$ cat config.mk
export PLATFORM = sky130hd
export DESIGN_NAME = voice_alloc
export DESIGN_NICKNAME = d
export VERILOG_FILES = /design/src/rtl/voice_alloc.sv
export SDC_FILE = /design/constraint.sdc
export NUM_CORES = 1
export LEC_CHECK = 0
export CAP_MARGIN = 15
export CELL_PAD_IN_SITES_DETAIL_PLACEMENT = 1
export CELL_PAD_IN_SITES_GLOBAL_PLACEMENT = 1
export CORE_ASPECT_RATIO = 0.9
export CORE_MARGIN = 5
export CORE_UTILIZATION = 35
export DETAILED_ROUTE_END_ITERATION = 16
export PLACE_DENSITY_LB_ADDON = 0.2
export SETUP_SLACK_MARGIN = 0.5
export SLEW_MARGIN = 25
export SYNTH_ARGS = -nofsm -noshare
export SYNTH_HDL_FRONTEND = slang
export SYNTH_SLANG_ARGS = --single-unit
$ cat constraint.sdc
create_clock -name clk -period 3.6 [get_ports clk]
set_input_delay 0.36 -clock clk [delete_from_list [all_inputs] [get_ports clk]]
set_output_delay 0.36 -clock clk [all_outputs]
set_load 0.05 [all_outputs]
$ cat src/rtl/voice_alloc.sv
`default_nettype none
// ============================================================================
//  Module   : voice_alloc
//  Purpose  : Polyphonic voice allocator between the MIDI event decoder and a
//             bank of VOICES nco instances. Each accepted event is resolved by
//             a sequential scan of the voice table (one voice per cycle)
//             followed by a single commit cycle. When every voice is busy a
//             note-on steals the oldest active voice.
//  Ports    :
//    clk, rst_n        clock, asynchronous active-low reset
//    ev_valid/ev_ready event handshake (transfer on valid && ready)
//    ev_type           00 note-off, 01 note-on, 10 program change,
//                      11 all-notes-off
//    ev_note, ev_vel   note number (program number for type 10), velocity
//    voice_note        per-voice note number, voice i at [7i+6:7i]
//    voice_vel         per-voice velocity, same packing
//    voice_ce          per-voice nco clock enable (voice active bit)
//    program_num       shared program for all nco instances
//    steal             one-cycle pulse after a note-on stole an active voice
//  Revision : 1.0  initial release
// ============================================================================
module voice_alloc #(
   parameter int VOICES = 4,
   parameter int AGE_W  = 8
) (
   input  logic                  clk,
   input  logic                  rst_n,
   input  logic                  ev_valid,
   output logic                  ev_ready,
   input  logic [1:0]            ev_type,
   input  logic [6:0]            ev_note,
   input  logic [6:0]            ev_vel,
   output logic [7*VOICES-1:0]   voice_note,
   output logic [7*VOICES-1:0]   voice_vel,
   output logic [VOICES-1:0]     voice_ce,
   output logic [6:0]            program_num,
   output logic                  steal
);

   localparam int               IDX_W    = (VOICES > 1) ? $clog2(VOICES) : 1;
   localparam logic [IDX_W-1:0] LAST_IDX = IDX_W'(VOICES - 1);
   localparam logic [AGE_W-1:0] AGE_MAX  = '1;

   localparam logic [1:0] EV_OFF  = 2'b00;
   localparam logic [1:0] EV_ON   = 2'b01;
   localparam logic [1:0] EV_PROG = 2'b10;
   localparam logic [1:0] EV_ANO  = 2'b11;

   typedef enum logic [1:0] {
      IDLE   = 2'd0,
      SCAN   = 2'd1,
      COMMIT = 2'd2
   } state_t;

   state_t                       state_q, state_d;
   logic [IDX_W-1:0]             idx_q, idx_d;
   logic [1:0]                   type_q, type_d;
   logic [6:0]                   enote_q, enote_d;
   logic [6:0]                   evel_q, evel_d;

   // scan candidates
   logic                         match_found_q, match_found_d;
   logic [IDX_W-1:0]             match_idx_q, match_idx_d;
   logic                         free_found_q, free_found_d;
   logic [IDX_W-1:0]             free_idx_q, free_idx_d;
   logic                         old_found_q, old_found_d;
   logic [IDX_W-1:0]             old_idx_q, old_idx_d;
   logic [AGE_W-1:0]             old_age_q, old_age_d;

   // voice table
   logic [VOICES-1:0][6:0]       note_q, note_d;
   logic [VOICES-1:0][6:0]       vel_q, vel_d;
   logic [VOICES-1:0]            active_q, active_d;
   logic [VOICES-1:0][AGE_W-1:0] age_q, age_d;
   logic [6:0]                   program_q, program_d;
   logic                         steal_q, steal_d;

   logic [IDX_W-1:0]             target;
   logic                         is_note_on;
   logic                         is_note_off;

   always_comb begin
      state_d       = state_q;
      idx_d         = idx_q;
      type_d        = type_q;
      enote_d       = enote_q;
      evel_d        = evel_q;
      match_found_d = match_found_q;
      match_idx_d   = match_idx_q;
      free_found_d  = free_found_q;
      free_idx_d    = free_idx_q;
      old_found_d   = old_found_q;
      old_idx_d     = old_idx_q;
      old_age_d     = old_age_q;
      note_d        = note_q;
      vel_d         = vel_q;
      active_d      = active_q;
      age_d         = age_q;
      program_d     = program_q;
      steal_d       = 1'b0;
      target        = '0;

      // A note-on with zero velocity is a note-off by MIDI convention.
      is_note_on  = (type_q == EV_ON) && (evel_q != 7'd0);
      is_note_off = (type_q == EV_OFF) || ((type_q == EV_ON) && (evel_q == 7'd0));

      case (state_q)
         IDLE: begin
            if (ev_valid) begin
               state_d       = SCAN;
               idx_d         = '0;
               type_d        = ev_type;
               enote_d       = ev_note;
               evel_d        = ev_vel;
               match_found_d = 1'b0;
               free_found_d  = 1'b0;
               old_found_d   = 1'b0;
               match_idx_d   = '0;
               free_idx_d    = '0;
               old_idx_d     = '0;
               old_age_d     = '0;
            end
         end

         SCAN: begin
            if (active_q[idx_q]) begin
               if (!match_found_q && (note_q[idx_q] == enote_q)) begin
                  match_found_d = 1'b1;
                  match_idx_d   = idx_q;
               end
               // Strict compare keeps the lowest index on equal ages.
               if (!old_found_q || (age_q[idx_q] > old_age_q)) begin
                  old_found_d = 1'b1;
                  old_idx_d   = idx_q;
                  old_age_d   = age_q[idx_q];
               end
            end else if (!free_found_q) begin
               free_found_d = 1'b1;
               free_idx_d   = idx_q;
            end

            if (idx_q == LAST_IDX) begin
               state_d = COMMIT;
            end else begin
               idx_d = idx_q + 1'b1;
            end
         end

         COMMIT: begin
            state_d = IDLE;
            if (is_note_on) begin
               if (match_found_q) begin
                  target = match_idx_q;
               end else if (free_found_q) begin
                  target = free_idx_q;
               end else begin
                  // No free voice implies all voices active, so oldest exists.
                  target  = old_idx_q;
                  steal_d = 1'b1;
               end
               for (int i = 0; i < VOICES; i++) begin
                  if (IDX_W'(i) == target) begin
                     note_d[i]   = enote_q;
                     vel_d[i]    = evel_q;
                     active_d[i] = 1'b1;
                     age_d[i]    = '0;
                  end else if (active_q[i] && (age_q[i] != AGE_MAX)) begin
                     age_d[i] = age_q[i] + 1'b1;
                  end
               end
            end else if (is_note_off) begin
               for (int i = 0; i < VOICES; i++) begin
                  if (active_q[i] && (note_q[i] == enote_q)) begin
                     active_d[i] = 1'b0;
                     vel_d[i]    = 7'd0;
                  end
               end
            end else if (type_q == EV_PROG) begin
               program_d = enote_q;
            end else if (type_q == EV_ANO) begin
               active_d = '0;
               vel_d    = '0;
               age_d    = '0;
            end
         end

         default: state_d = IDLE;
      endcase
   end

   always_ff @(posedge clk or negedge rst_n) begin
      if (!rst_n) begin
         state_q       <= IDLE;
         idx_q         <= '0;
         type_q        <= 2'b00;
         enote_q       <= 7'd0;
         evel_q        <= 7'd0;
         match_found_q <= 1'b0;
         match_idx_q   <= '0;
         free_found_q  <= 1'b0;
         free_idx_q    <= '0;
         old_found_q   <= 1'b0;
         old_idx_q     <= '0;
         old_age_q     <= '0;
         note_q        <= '0;
         vel_q         <= '0;
         active_q      <= '0;
         age_q         <= '0;
         program_q     <= 7'd0;
         steal_q       <= 1'b0;
      end else begin
         state_q       <= state_d;
         idx_q         <= idx_d;
         type_q        <= type_d;
         enote_q       <= enote_d;
         evel_q        <= evel_d;
         match_found_q <= match_found_d;
         match_idx_q   <= match_idx_d;
         free_found_q  <= free_found_d;
         free_idx_q    <= free_idx_d;
         old_found_q   <= old_found_d;
         old_idx_q     <= old_idx_d;
         old_age_q     <= old_age_d;
         note_q        <= note_d;
         vel_q         <= vel_d;
         active_q      <= active_d;
         age_q         <= age_d;
         program_q     <= program_d;
         steal_q       <= steal_d;
      end
   end

   assign ev_ready    = (state_q == IDLE);
   assign voice_note  = note_q;
   assign voice_vel   = vel_q;
   assign voice_ce    = active_q;
   assign program_num = program_q;
   assign steal       = steal_q;

endmodule
`default_nettype wire

Word level (Yosys, flattened, before mapping)
Index checks and enable logic that the tools add are counted.
Storage, ports and cells
  register bits after elaboration: 137
  input port bits: 19
  output and inout port bits: 69
  logic and storage cells: 201
Cells by class
  $add $sub $neg: 5
  magnitude comparators: 2
  eq/ne operators: 41
  muxes and demuxes: 78
  bitwise operators: 2
  reductions and logical operators: 43
Operators with widths (count)
  two-way mux 32 bit: 4
  two-way mux 28 bit: 4
  two-way mux 8 bit: 12
  two-way mux 7 bit: 9
  AND reduction 5 bit: 8
  == test 7 bit: 5
  adder 8 x 1 -> 8 bit, second input constant: 4
  != test 8 bit, second input constant: 4
  two-way mux 2 bit: 14
  != test 2 bit, second input constant: 10
  case mux 2 bit (2 select lines): 5
  two-way mux 1 bit: 19
  AND reduction 3 bit: 6
  binary-select mux 8 bit (select 2 bit): 1
  two-way mux 4 bit: 4
  case mux 8 bit (2 select lines): 1
  AND reduction 4 bit: 4
  binary-select mux 7 bit (select 2 bit): 1
  != test 3 x 1 -> 1 bit, second input constant: 4
  != test 3 x 2 -> 1 bit, second input constant: 4
  logical AND 1 bit: 11
  == test 2 bit, second input constant: 4
  greater-than comparator 8 bit: 1
  != test 2 x 1 -> 1 bit, second input constant: 4
  other kinds (17): 28

Depth between registers and ports, before layout
Gate-level depths: netlist (run 1).
  word-level depth: 7
  depth in mapped cells: 11
  mapped depth without buffers: 8

Least setup slack after synthesis (run 1)
OpenSTA, ideal clock, no wires.
  path kind: register to register
  from: register idx_q[0]
  to: register old_age_q[0]
  setup time: 0.070 ns
  arrival: 3.161 ns
  data required time: 3.530 ns
  setup slack: 0.369 ns
  stages on the path, launching flop included: 9
  path buffers: 2
  period minus slack after synthesis: 3.231 ns
  cells stage by stage: dfrtp_1 -> buf_4 -> buf_1 -> mux4_2 -> ha_1 -> a21o_1 -> a21o_1 -> o311ai_1 -> a22o_1
On the way
  word-level cells in the longest chain between the ends: 6
  elaborated cells between the ends (all ways): 12
  those cells by class: 1 x order compare; 2 x eq/ne; 7 x mux; 2 x reduce/logical
RTL lines
  from (decl): RTL line 56  | logic [IDX_W-1:0] idx_q, idx_d;
  from (signal assigned): RTL line 213  | idx_q <= idx_d;
  binary-select mux 8 bit (select 2 bit): RTL line 132, 135
  two-way mux 8 bit (implied by the code): RTL line 132, 135
  greater-than comparator 8 bit: RTL line 132  | if (!old_found_q || (age_q[idx_q] > old_age_q)) begin
  logical OR 1 bit: RTL line 132
  != test 2 bit (no line)
  AND reduction 4 bit (no line)
  to (signal assigned): RTL line 223  | old_age_q <= old_age_d;
  to (decl): RTL line 68  | logic [AGE_W-1:0] old_age_q, old_age_d;
Several ways; a longest one is shown, not always the timed one. The select of a mux whose other input is x is not followed.
A chain may end at the register's enable or synchronous reset.

Final worst setup path (run 1)
  from: register idx_q[0]
  to: register old_age_q[6]
Same word-level chain as after synthesis.

==> impl_results.md, run 1 <==
- Max Slew Vio Count: 0
- Total core area: 0.01999 mm^2
- Flop and latch count out of synthesis: 137
- CTS tree: built
- CP Launch Type: flop
- Failing checks: hold timing
- Fill count: 2143
- Detail-routed via count per cell: 5.512
- Detailed placement HPWL: 15200 um
- CP endpoint: old_age_q[6]
- CTS buffer count: 17
- R2R cell count: 6
- Synthesis-to-layout area growth: 24.32%
- Worst EP required: 3.97 ns
- Tot GR Track Use: 18.46%
- TritonCTS sink count: 137
- RSZ-0062 raised after global routing: no
- Fmax: 0.3446 GHz
- Final instance area: 0.008838 mm^2
- WL final: 20780 um
- Die Y: 145.2 um
- Data arrival, critical path: 3.27 ns
- Outcome: finished with violations
- Worst-Margin Slew: 0.9141 ns
- HP Class: in2async
- CTS root buf: clkbuf_16
- Worst Path Max Fanout: 10
- Synth cell types: 62
- Final setup margin: 0.6982 ns
- Setup violators final: 0
- Max H-tree Level: 4
- Async set-reset flop share out of synthesis: 100.0%
- DRC Markers: 0
- Post-CTS Setup Repair Bufs: 0
- Worst reg2reg setup slack: 0.70 ns
- Post-place instance area: 0.008237 mm^2
- Crit share post-route: 80.60%
- Hold slack final: -0.008816 ns
- Post-CTS Hold Fix Bufs: 0
- Top_reg_cell synth: dfrtp_1
- Worst Setup End Kind: flop
- Global-route wire length before repair: 34180 um
- Clock Latency Late Sink: 0.43 ns
- Tmin final: 2.902 ns
- FP Rows: 49
- Share of layout cells above drive strength 1: 18.80%
- CTS Buffer Depth: 2
- Register area share after synthesis: 48.22%
- Slew headroom: 38.84%
- GR Overflow Total: 0
- Worst vdd ir: 0.4873 mV
- Synth top area share: 48.22%
- Die area: 0.02327 mm^2
- Fin cells: 989
- Largest net degree at the start of global routing: 85
- Mapped Nets: 669
- Via count: 5451
- RR Endpoint: old_age_q[6]
- Layout Skew: 0.01029 ns
- Synthesized instance count: 637
- Fin. Hold Viols: 2
- DRT iter0 DRCs: 259
- Starting Density: 35.57%
- Avg Inst Size Synth: 11.16 um^2
- EDFF count, synth: 0
- Setup TNS: 0 ns
- Max Cap Violations: 0
- Routed WL per cell: 21.01 um
- Drt first pass iters: 4
- Die X: 160.2 um
- Static leakage: 0.003963 uW
- Vias in the first global route: 6061
- Final Net Count: 753
- Crit path from: idx_q[0]
- GP Congestion: 0.8364
- Detail Route Antenna Nets: 0
- Worst-path clk slew: 0.07 ns
- Synth Warn #: 0
- Port-buffer cells: 87
- Mapped Area: 0.007109 mm^2
- Initial antenna violation count: 0
- Final Power: 7310 uW
- Synth area leader: dfrtp_1
- Post-Place Cells: 957
- Pre-CTS setup slack: 0.6252 ns
- Pwr per Cell Area: 827.0 mW/mm^2
- Boundary pin count: 88
- Largest cells by area after synthesis: dfrtp_1 48%, mux2_2 11%, mux4_2 5.1%
- Antenna diode count: 0
- Reg-to-Reg Start: idx_q[0]
- WS Path Type: reg2reg
[synthesized netlist by cell type, types with 3 or more instances]
cell type / count
mux4_2: 16
o21ai_0: 40
nand4_1: 15
and3_1: 16
and2_1: 4
a22o_1: 17
mux2i_1: 3
dfrtp_1: 137
nand3_1: 20
a21o_1: 7
or3_1: 3
inv_1: 26
nand2b_1: 7
nor2b_1: 3
xor2_1: 21
o21ai_1: 4
a21oi_1: 17
o21a_1: 4
buf_2: 4
nand2_1: 64
nor3_1: 8
clkbuf_1: 18
o211ai_1: 5
a31oi_1: 9
ha_1: 13
nor2_1: 21
nor4_1: 10
mux2_2: 68
xnor2_1: 14
[what timing repair did]
item                                    CTS  global route
endpoints found under the hold margin     0             0
gates resized for setup                   0             3
endpoints found under the setup margin    0            19
[state kept, by name (all words and copies together) (netlist names), 2 cells and up]
register and cells:
match_idx_q 2, idx_q 2, state_q 2, type_q 2, voice_ce 4, old_idx_q 2
free_idx_q 2, program_num 7, evel_q 7, age_q 32, old_age_q 8, voice_vel 28
enote_q 7, voice_note 28
[layer usage]
layer  share of wire [%]  global-route usage [%]  vias to the layer above
li1                    -                       -                     2525
met1                  46                   25.25                     2794
met2                  48                   29.00                      113
met3                 4.8                   5.077                       19
met4                 1.1                   5.075                        0
met5                   0                       0                        -
[cell families (layout without fill, tap and decap cells)]
logic type               Yosys count  in the layout  synth area share, %
adder cells (fa/ha/maj)           13             13                2.288
buffers and inverters             53            150                3.080
XOR/XNOR                          35             35                4.312
AND/OR/NAND/NOR                  183            183                13.15
multiplexers                      87             87                16.26
flip-flops                       137            137                48.22
AO/OA/AOI/OAI                    129            129                12.69
[how the worst min path moves through the flow]
stage	start	endpoint	depth (start not counted)
6_report	rst_n	old_age_q[7]	1
3_5_place_dp	old_age_q[6]	old_age_q[6]	1
4_1_cts	rst_n	old_age_q[5]	1
5_1_grt	rst_n	old_age_q[1]	1
2_1_floorplan	rst_n	age_q[0]	0
3_3_place_gp	old_age_q[5]	old_age_q[5]	1
[critical path, stage by stage, from the launching register on]
cell and delay (ns):
dfrtp_1 0.64, mux4_2 0.61, ha_1 0.31, nand3_1 0.13
o221ai_1 0.40, o2111a_1 0.51, a22o_1 0.22
[cell usage in the layout, fill, tap and decap left out, types with 3 or more instances in the layout]
master           instances
nor3_1                   8
a31oi_1                  9
inv_6                    5
clkdlybuf4s50_1         86
nor4_1                   9
ha_1                    13
a21o_1                   7
mux4_2                  16
nand3_1                 20
nand4_1                 15
a21oi_1                 17
mux2_2                  68
o21ai_1                  4
nand2_1                 64
clkbuf_16               17
inv_8                    7
and3_1                  16
dfrtp_1                137
o211ai_1                 5
xor2_1                  21
nand2b_1                 7
buf_4                    4
mux2i_1                  3
o21ai_0                 40
inv_1                   26
xnor2_1                 14
and2_1                   4
nor2b_1                  3
o21a_1                   4
a22o_1                  17
nor2_1                  21
or3_1                    3
[cell type report]
cell class / count / area [um^2] / area share [%]
multi-input combinational: 447 / 3495 / 39.54
sequential: 137 / 3428 / 38.79
timing repair buffer: 92 / 922.1 / 10.43
clock buffer: 18 / 429.2 / 4.856
tap: 255 / 319.1 / 3.610
clock inverter: 14 / 147.6 / 1.670
inverter: 26 / 97.59 / 1.104
[metrics by stage]
step / util, % / hold WS [ns]
2_1_floorplan: - / 0.06441
3_3_place_gp: 41.21 / 0.4845
3_5_place_dp: 41.21 / 0.4866
4_1_cts: 44.10 / 0.03476
5_1_grt: 44.22 / 0.05216
6_report: 44.22 / -0.008816
[report_power, final]
part	switching, uW	internal, uW
Combinational	1970	1140
Clock	793	931
Sequential	560	1910
Note: power is estimated with default switching activity, not from simulation.
==> inputs of run 2 (changes only) <==
clock period = 2.5 ns   (was 3.6 ns; I/O delays follow)
==> impl_results.md, run 2 (synthesis gave the netlist of run 1 again) <==
- Max H-tree Level: 4 (unchanged)
- Detail Route Antenna Nets: 0 (unchanged)
- Worst path max stage delay: 0.57 ns (was 0.64 ns)
- Routed WL per cell: 25.12 um (was 21.01 um)
- Worst EP required: 2.87 ns (was 3.97 ns)
- Synthesis-to-layout area growth: 55.54% (was 24.32%)
- Worst-path clk slew: 0.07 ns (about the same)
- GP Congestion: 0.8671 (was 0.8364)
- Share of layout cells above drive strength 1: 43.14% (was 18.80%)
- Fill count: 2037 (was 2143)
- HP Class: in2reg (was in2async)
- Worst Setup End Kind: flop (unchanged)
- Worst Path Max Fanout: 7 (was 10)
- Final Power: 13340 uW (was 7310 uW)
- Pre-CTS setup slack: -0.2500 ns (was 0.6252 ns)
- GR Overflow Total: 0 (unchanged)
- WL final: 28210 um (was 20780 um)
- Fin. Hold Viols: 0 (was 2)
- Detail-routed via count per cell: 5.715 (was 5.512)
- WS Path Type: reg2reg (unchanged)
- CTS tree: built (unchanged)
- CTS root buf: clkbuf_16 (unchanged)
- Max Cap Violations: 0 (unchanged)
- Via count: 6418 (was 5451)
- Starting Density: 35.57% (unchanged)
- Initial antenna violation count: 0 (unchanged)
- Worst vdd ir: 0.7450 mV (was 0.4873 mV)
- Slowest CP cell: mux4_2 (was dfrtp_1)
- Crit share post-route: 96.15% (was 80.60%)
- Worst-Margin Slew: 0.6448 ns (was 0.9141 ns)
- DRT iter0 DRCs: 411 (was 259)
- Total core area: 0.01999 mm^2 (unchanged)
- Global-route wire length before repair: 40800 um (was 34180 um)
- Max Slew Vio Count: 0 (unchanged)
- Final setup margin: 0.09630 ns (was 0.6982 ns)
- Final core occ: 55.33% (was 44.22%)
- Drt first pass iters: 5 (was 4)
- Commonest cells after routing, fill and taps aside: 111 x dfrtp_1, 87 x buf_4, 74 x clkdlybuf4s50_1, 63 x nand2_1, 57 x mux2_4 (was 137 x dfrtp_1, 86 x clkdlybuf4s50_1, 68 x mux2_2, 64 x nand2_1, 40 x o21ai_0)
- Outcome: finished, final reports clean (was finished with violations)
- Fmax: 0.4160 GHz (was 0.3446 GHz)
- Largest net degree at the start of global routing: 61 (was 85)
- Boundary pin count: 88 (unchanged)
- Die X: 160.2 um (unchanged)
- Setup violators final: 0 (unchanged)
- CTS buffer count: 17 (unchanged)
- Post-Place Cells: 1007 (was 957)
- Die area: 0.02327 mm^2 (unchanged)
- Tmin final: 2.404 ns (was 2.902 ns)
- Detailed placement HPWL: 16930 um (was 15200 um)
- Final Net Count: 886 (was 753)
- Vias in the first global route: 6797 (was 6061)
- RSZ-0062 raised after global routing: yes (was no)
- Commonest non-fill, non-tap cell in the layout: dfrtp_1 (unchanged)
- Port-buffer cells: 87 (unchanged)
- Static leakage: 0.005062 uW (was 0.003963 uW)
- Max reg flops: 32 (unchanged)
- DRC Markers: 0 (unchanged)
- Data arrival, critical path: 2.77 ns (was 3.27 ns)
- Fin cells: 1123 (was 989)
- Die Y: 145.2 um (unchanged)
- CP Launch Type: flop (unchanged)
- Slew headroom: 57.01% (was 38.84%)
- Tot GR Track Use: 22.43% (was 18.46%)
- Clock Latency Late Sink: 0.44 ns (was 0.43 ns)
- Layout Skew: 0.01218 ns (was 0.01029 ns)
- Largest Register: age_q (unchanged)
- Pwr per Cell Area: 1206 mW/mm^2 (was 827.0 mW/mm^2)
- Setup TNS: 0 ns (unchanged)
- CTS Buffer Depth: 2 (unchanged)
- TritonCTS sink count: 137 (unchanged)
- FP Rows: 49 (unchanged)
- Cells along the critical path: buf_12 -> mux4_2 -> ha_4 -> nand3_2 -> nor4_4 -> a31oi_4 -> o311ai_4 -> buf_6 -> a22o_1 (was mux4_2 -> ha_1 -> nand3_1 -> o221ai_1 -> o2111a_1 -> a22o_1)
-- run 2: worst paths after layout --
path	slack, ns	from	depth (start not counted)	to
max	0.1	idx_q[0]	9	old_age_q[7]
min	0.33	ev_vel[4]	3	evel_q[4]
max reg2reg	0.1	idx_q[0]	9	old_age_q[7]
min reg2reg	0.51	voice_vel[19]	1	voice_vel[19]
max in group asynchronous	1.41	rst_n	3	type_q[0]
min in group asynchronous	0.37	rst_n	2	enote_q[4]
-- run 2: timing repair --
action                                  CTS  global route
pin swaps                                47            46
hold buffers                              1             0
cloned                                    2             3
buffers inserted                         50            27
endpoints found under the setup margin  114           117
gates resized for setup                 127            93
hold endpoints to repair                 58             0
-- run 2: through the flow --
| stage | hold slack, ns | area [um^2] |
|---|---|---|
| after floorplan | -0.04559 | 7408 |
| after global placement | 0.2804 | 8894 |
| after detailed placement | 0.2815 | 8894 |
| after CTS | 0.3218 | 10400 |
| after global routing | 0.3391 | 11060 |
| final | 0.3337 | 11060 |
-- run 2: report_power, final --
| part | internal [uW] | switching, uW |
|---|---|---|
| Clock | 1490 | 1120 |
| Sequential | 2790 | 741 |
| Combinational | 3150 | 4050 |
| Total | 7420 | 5910 |
-- run 2: critical path, delay by kind of cell, from the launching register on --
family,cells,cell delay (ns)
AO/OA/AOI/OAI,3,0.29
multiplexers,1,0.57
flip-flops,1,0.40
adder cells (fa/ha/maj),1,0.32
AND/OR/NAND/NOR,2,0.45
buffers and inverters,2,0.31
-- run 2: layer usage --
metal / global-route usage [%] / vias up / share of wire (%)
met5: 0 / - / 0
met4: 5.978 / 0 / 2.2
met3: 4.765 / 55 / 5.3
met2: 36.57 / 231 / 49
met1: 30.50 / 3337 / 44
li1: - / 2795 / -
-- run 2: layout make-up --
cell class | count | area (um^2) | area share (%)
Antenna cell | 1 | 2.502 | 0.02263
Clock buffer | 18 | 429.2 | 3.881
Clock inverter | 14 | 160.2 | 1.448
Inverter | 26 | 97.59 | 0.8826
Multi-Input combinational cell | 449 | 4383 | 39.64
Sequential cell | 137 | 3461 | 31.30
Tap cell | 255 | 319.1 | 2.885
Timing Repair Buffer | 223 | 2206 | 19.95
==> inputs of run 3 (changes only) <==
CAP_MARGIN = default   (was 15)
GPL_TIMING_DRIVEN = 0   (was default)
==> impl_results.md, run 3 (synthesis gave the netlist of run 1 again) <==
- CTS root buf: clkbuf_16 (unchanged)
- Final setup margin: -0.1425 ns (was 0.09630 ns)
- Fin. Hold Viols: 0 (unchanged)
- Max H-tree Level: 4 (unchanged)
- Slowest CP cell: mux4_2 (unchanged)
- Static leakage: 0.004968 uW (was 0.005062 uW)
- Commonest cells after routing, fill and taps aside: 115 x dfrtp_1, 75 x clkdlybuf4s50_1, 64 x nand2_1, 59 x mux2_4, 44 x buf_4 (was 111 x dfrtp_1, 87 x buf_4, 74 x clkdlybuf4s50_1, 63 x nand2_1, 57 x mux2_4)
- Total core area: 0.01999 mm^2 (unchanged)
- Fmax: 0.3784 GHz (was 0.4160 GHz)
- Post-place instance area: 0.008631 mm^2 (was 0.008894 mm^2)
- Synthesis-to-layout area growth: 54.47% (was 55.54%)
- Antenna diode count: 0 (was 1)
- Initial antenna violation count: 0 (unchanged)
- Fill count: 2006 (was 2037)
- Hold Startpoint: ev_vel[5] (was ev_vel[4])
- Vias in the first global route: 6599 (was 6797)
- Global-route wire length before repair: 39500 um (was 40800 um)
- Failing checks: setup timing
- Commonest non-fill, non-tap cell in the layout: dfrtp_1 (unchanged)
- CP Launch Type: flop (unchanged)
- Hold Path Stages: 3 (unchanged)
- DRT iter0 DRCs: 353 (was 411)
- Tmin final: 2.643 ns (was 2.404 ns)
- Worst-path clk slew: 0.07 ns (about the same)
- Detail Route Antenna Nets: 0 (unchanged)
- CTS Buffer Depth: 2 (unchanged)
- Worst vdd ir: 0.6070 mV (was 0.7450 mV)
- Routed WL per cell: 24.26 um (was 25.12 um)
- Post-Place Cells: 980 (was 1007)
- Max Slew Vio Count: 0 (unchanged)
- GP Congestion: 0.8624 (was 0.8671)
- Pwr per Cell Area: 1213 mW/mm^2 (was 1206 mW/mm^2)
- Max Cap Violations: 0 (unchanged)
- Detail-routed via count per cell: 5.630 (was 5.715)
- DRC Markers: 0 (unchanged)
- Die Y: 145.2 um (unchanged)
- Worst Path Max Fanout: 8 (was 7)
- FP Rows: 49 (unchanged)
- Hold EP: evel_q[5] (was evel_q[4])
- R2R cell count: 10 (was 9)
- Largest Register: age_q (unchanged)
- CTS tree: built (unchanged)
- Boundary pin count: 88 (unchanged)
- Fin cells: 1100 (was 1123)
- Outcome: finished with violations (was finished, final reports clean)
- Final instance area: 0.01098 mm^2 (was 0.01106 mm^2)
- Worst Setup End Kind: flop (unchanged)
- Share of layout cells above drive strength 1: 41.66% (was 43.14%)
- Die X: 160.2 um (unchanged)
- Worst path max stage delay: 0.58 ns (was 0.57 ns)
- GR Overflow Total: 0 (unchanged)
- Crit share post-route: 105.7% (was 96.15%)
- Worst-Margin Slew: 0.6857 ns (was 0.6448 ns)
- Worst reg2reg setup slack: -0.14 ns (was 0.1 ns)
- Drt first pass iters: 5 (unchanged)
- Setup violators final: 10 (was 0)
- HP Class: in2reg (unchanged)
- Data arrival, critical path: 3.01 ns (was 2.77 ns)
- WS Path Type: reg2reg (unchanged)
- Via count: 6193 (was 6418)
- Reg-to-Reg Start: idx_q[0] (unchanged)
- Cells along the critical path: buf_12 -> buf_12 -> mux4_2 -> ha_4 -> a21o_1 -> a21o_1 -> buf_6 -> o311ai_4 -> buf_6 -> a22o_1 (was buf_12 -> mux4_2 -> ha_4 -> nand3_2 -> nor4_4 -> a31oi_4 -> o311ai_4 -> buf_6 -> a22o_1)
- Slew headroom: 53.81% (was 57.01%)
- Port-buffer cells: 87 (unchanged)
- RSZ-0062 raised after global routing: yes (unchanged)
- Final Net Count: 865 (was 886)
- TritonCTS sink count: 137 (unchanged)
- WL final: 26690 um (was 28210 um)
- Buffers plus inverters on the worst setup path: 4 (was 2)
- Detailed placement HPWL: 16040 um (was 16930 um)
- RR Endpoint: old_age_q[1] (was old_age_q[7])
- CTS buffer count: 17 (unchanged)
- Max reg flops: 32 (unchanged)
- Layout Skew: 0.01172 ns (was 0.01218 ns)
- Starting Density: 35.57% (unchanged)
- CP top delay family: compound AO/OA/AOI/OAI gates (was multiplexers)
- Clock Latency Late Sink: 0.43 ns (was 0.44 ns)
- Largest net degree at the start of global routing: 73 (was 61)
- Worst EP required: 2.86 ns (was 2.87 ns)
- Tot GR Track Use: 21.50% (was 22.43%)
- Die area: 0.02327 mm^2 (unchanged)
==> run 3: cell types whose count changed in the layout (fill, tap and decap cells not counted), moves of 3 or more <==
cell      delta
nor2_2       +3
buf_6        +4
dfrtp_2      -4
dfrtp_1      +4
clkbuf_8     +6
buf_8        +3
clkbuf_2     +4
ha_1         +3
nor2_1       -3
buf_4       -43
==> run 3: where the power goes <==
| part | switching (uW) | internal (uW) | leakage, uW | total, uW |
|---|---|---|---|---|
| clock network | 1110 | 1490 | 0.000276 | 2600 |
| logic | 4170 | 3140 | 0.00287 | 7300 |
| registers | 644 | 2780 | 0.00182 | 3420 |
==> run 3: worst reg2reg max path: cells and delay by family (launching register included) <==
kind                       cells  cell delay [ns]
DFF                            1             0.40
muxes                          1             0.58
buffers and inverters          4             0.56
AOI/OAI and AO/OA              4             0.80
adders and majority gates      1             0.25
==> run 3: how the worst max path moves through the flow <==
stage	slack, ns	end	startpoint	cells past startpoint
5_1_grt	-0.23	old_age_q[5]	idx_q[0]	10
6_report	-0.14	old_age_q[1]	idx_q[0]	10
4_1_cts	-0.11	old_idx_q[1]	idx_q[0]	9
2_1_floorplan	0.03	old_age_q[0]	idx_q[0]	9
3_5_place_dp	-0.45	old_age_q[3]	idx_q[1]	8
3_3_place_gp	-5.08	voice_note[5]	rst_n	1
==> run 3: routing by layer <==
layer  track usage, %  vias up  share of wire, %  wire, um
met5                0        -                 0         0
met4            5.419        0               1.8       488
met3            4.680       37               4.3      1139
met2            35.40      157                50     13220
met1            28.99     3262                44     11840
li1                 -     2737                 -         -
==> run 3: what timing repair did <==
action / 4_1_cts / 5_1_grt
endpoints found under the hold margin: 65 / 0
cloned: 1 / 2
pin swaps: 49 / 53
hold buffers: 1 / 0
setup endpoints to repair: 128 / 114
resized for setup: 186 / 74
buffers inserted: 52 / 33
==> run 3: layout make-up <==
type,instances,area [um^2],share of cell area (%)
multi-input combinational,448,4405,40.12
sequential,137,3456,31.47
tap,255,319.1,2.905
buffer,27,310.3,2.826
inverter,26,101.3,0.9229
clock inverter,14,165.2,1.504
timing repair buffer,176,1799,16.38
clock buffer,17,425.4,3.874
==> run 3: through the flow <==
| stage | setup slack, ns | power, uW | utilization, % | TNS (ns) | hold slack [ns] |
|---|---|---|---|---|---|
| 5_1_grt | -0.2303 | 13850 | 54.95 | -2.145 | 0.3424 |
| 2_1_floorplan | 0.02842 | 6823 | - | 0 | -0.04559 |
| 3_3_place_gp | -5.080 | 8411 | 43.02 | -633.75 | 0.4832 |
| 3_5_place_dp | -0.4485 | 8557 | 43.18 | -9.232 | 0.2481 |
| 6_report | -0.1425 | 13330 | 54.95 | -1.366 | 0.3351 |
| 4_1_cts | -0.1148 | 12490 | 51.95 | -1.042 | 0.3269 |
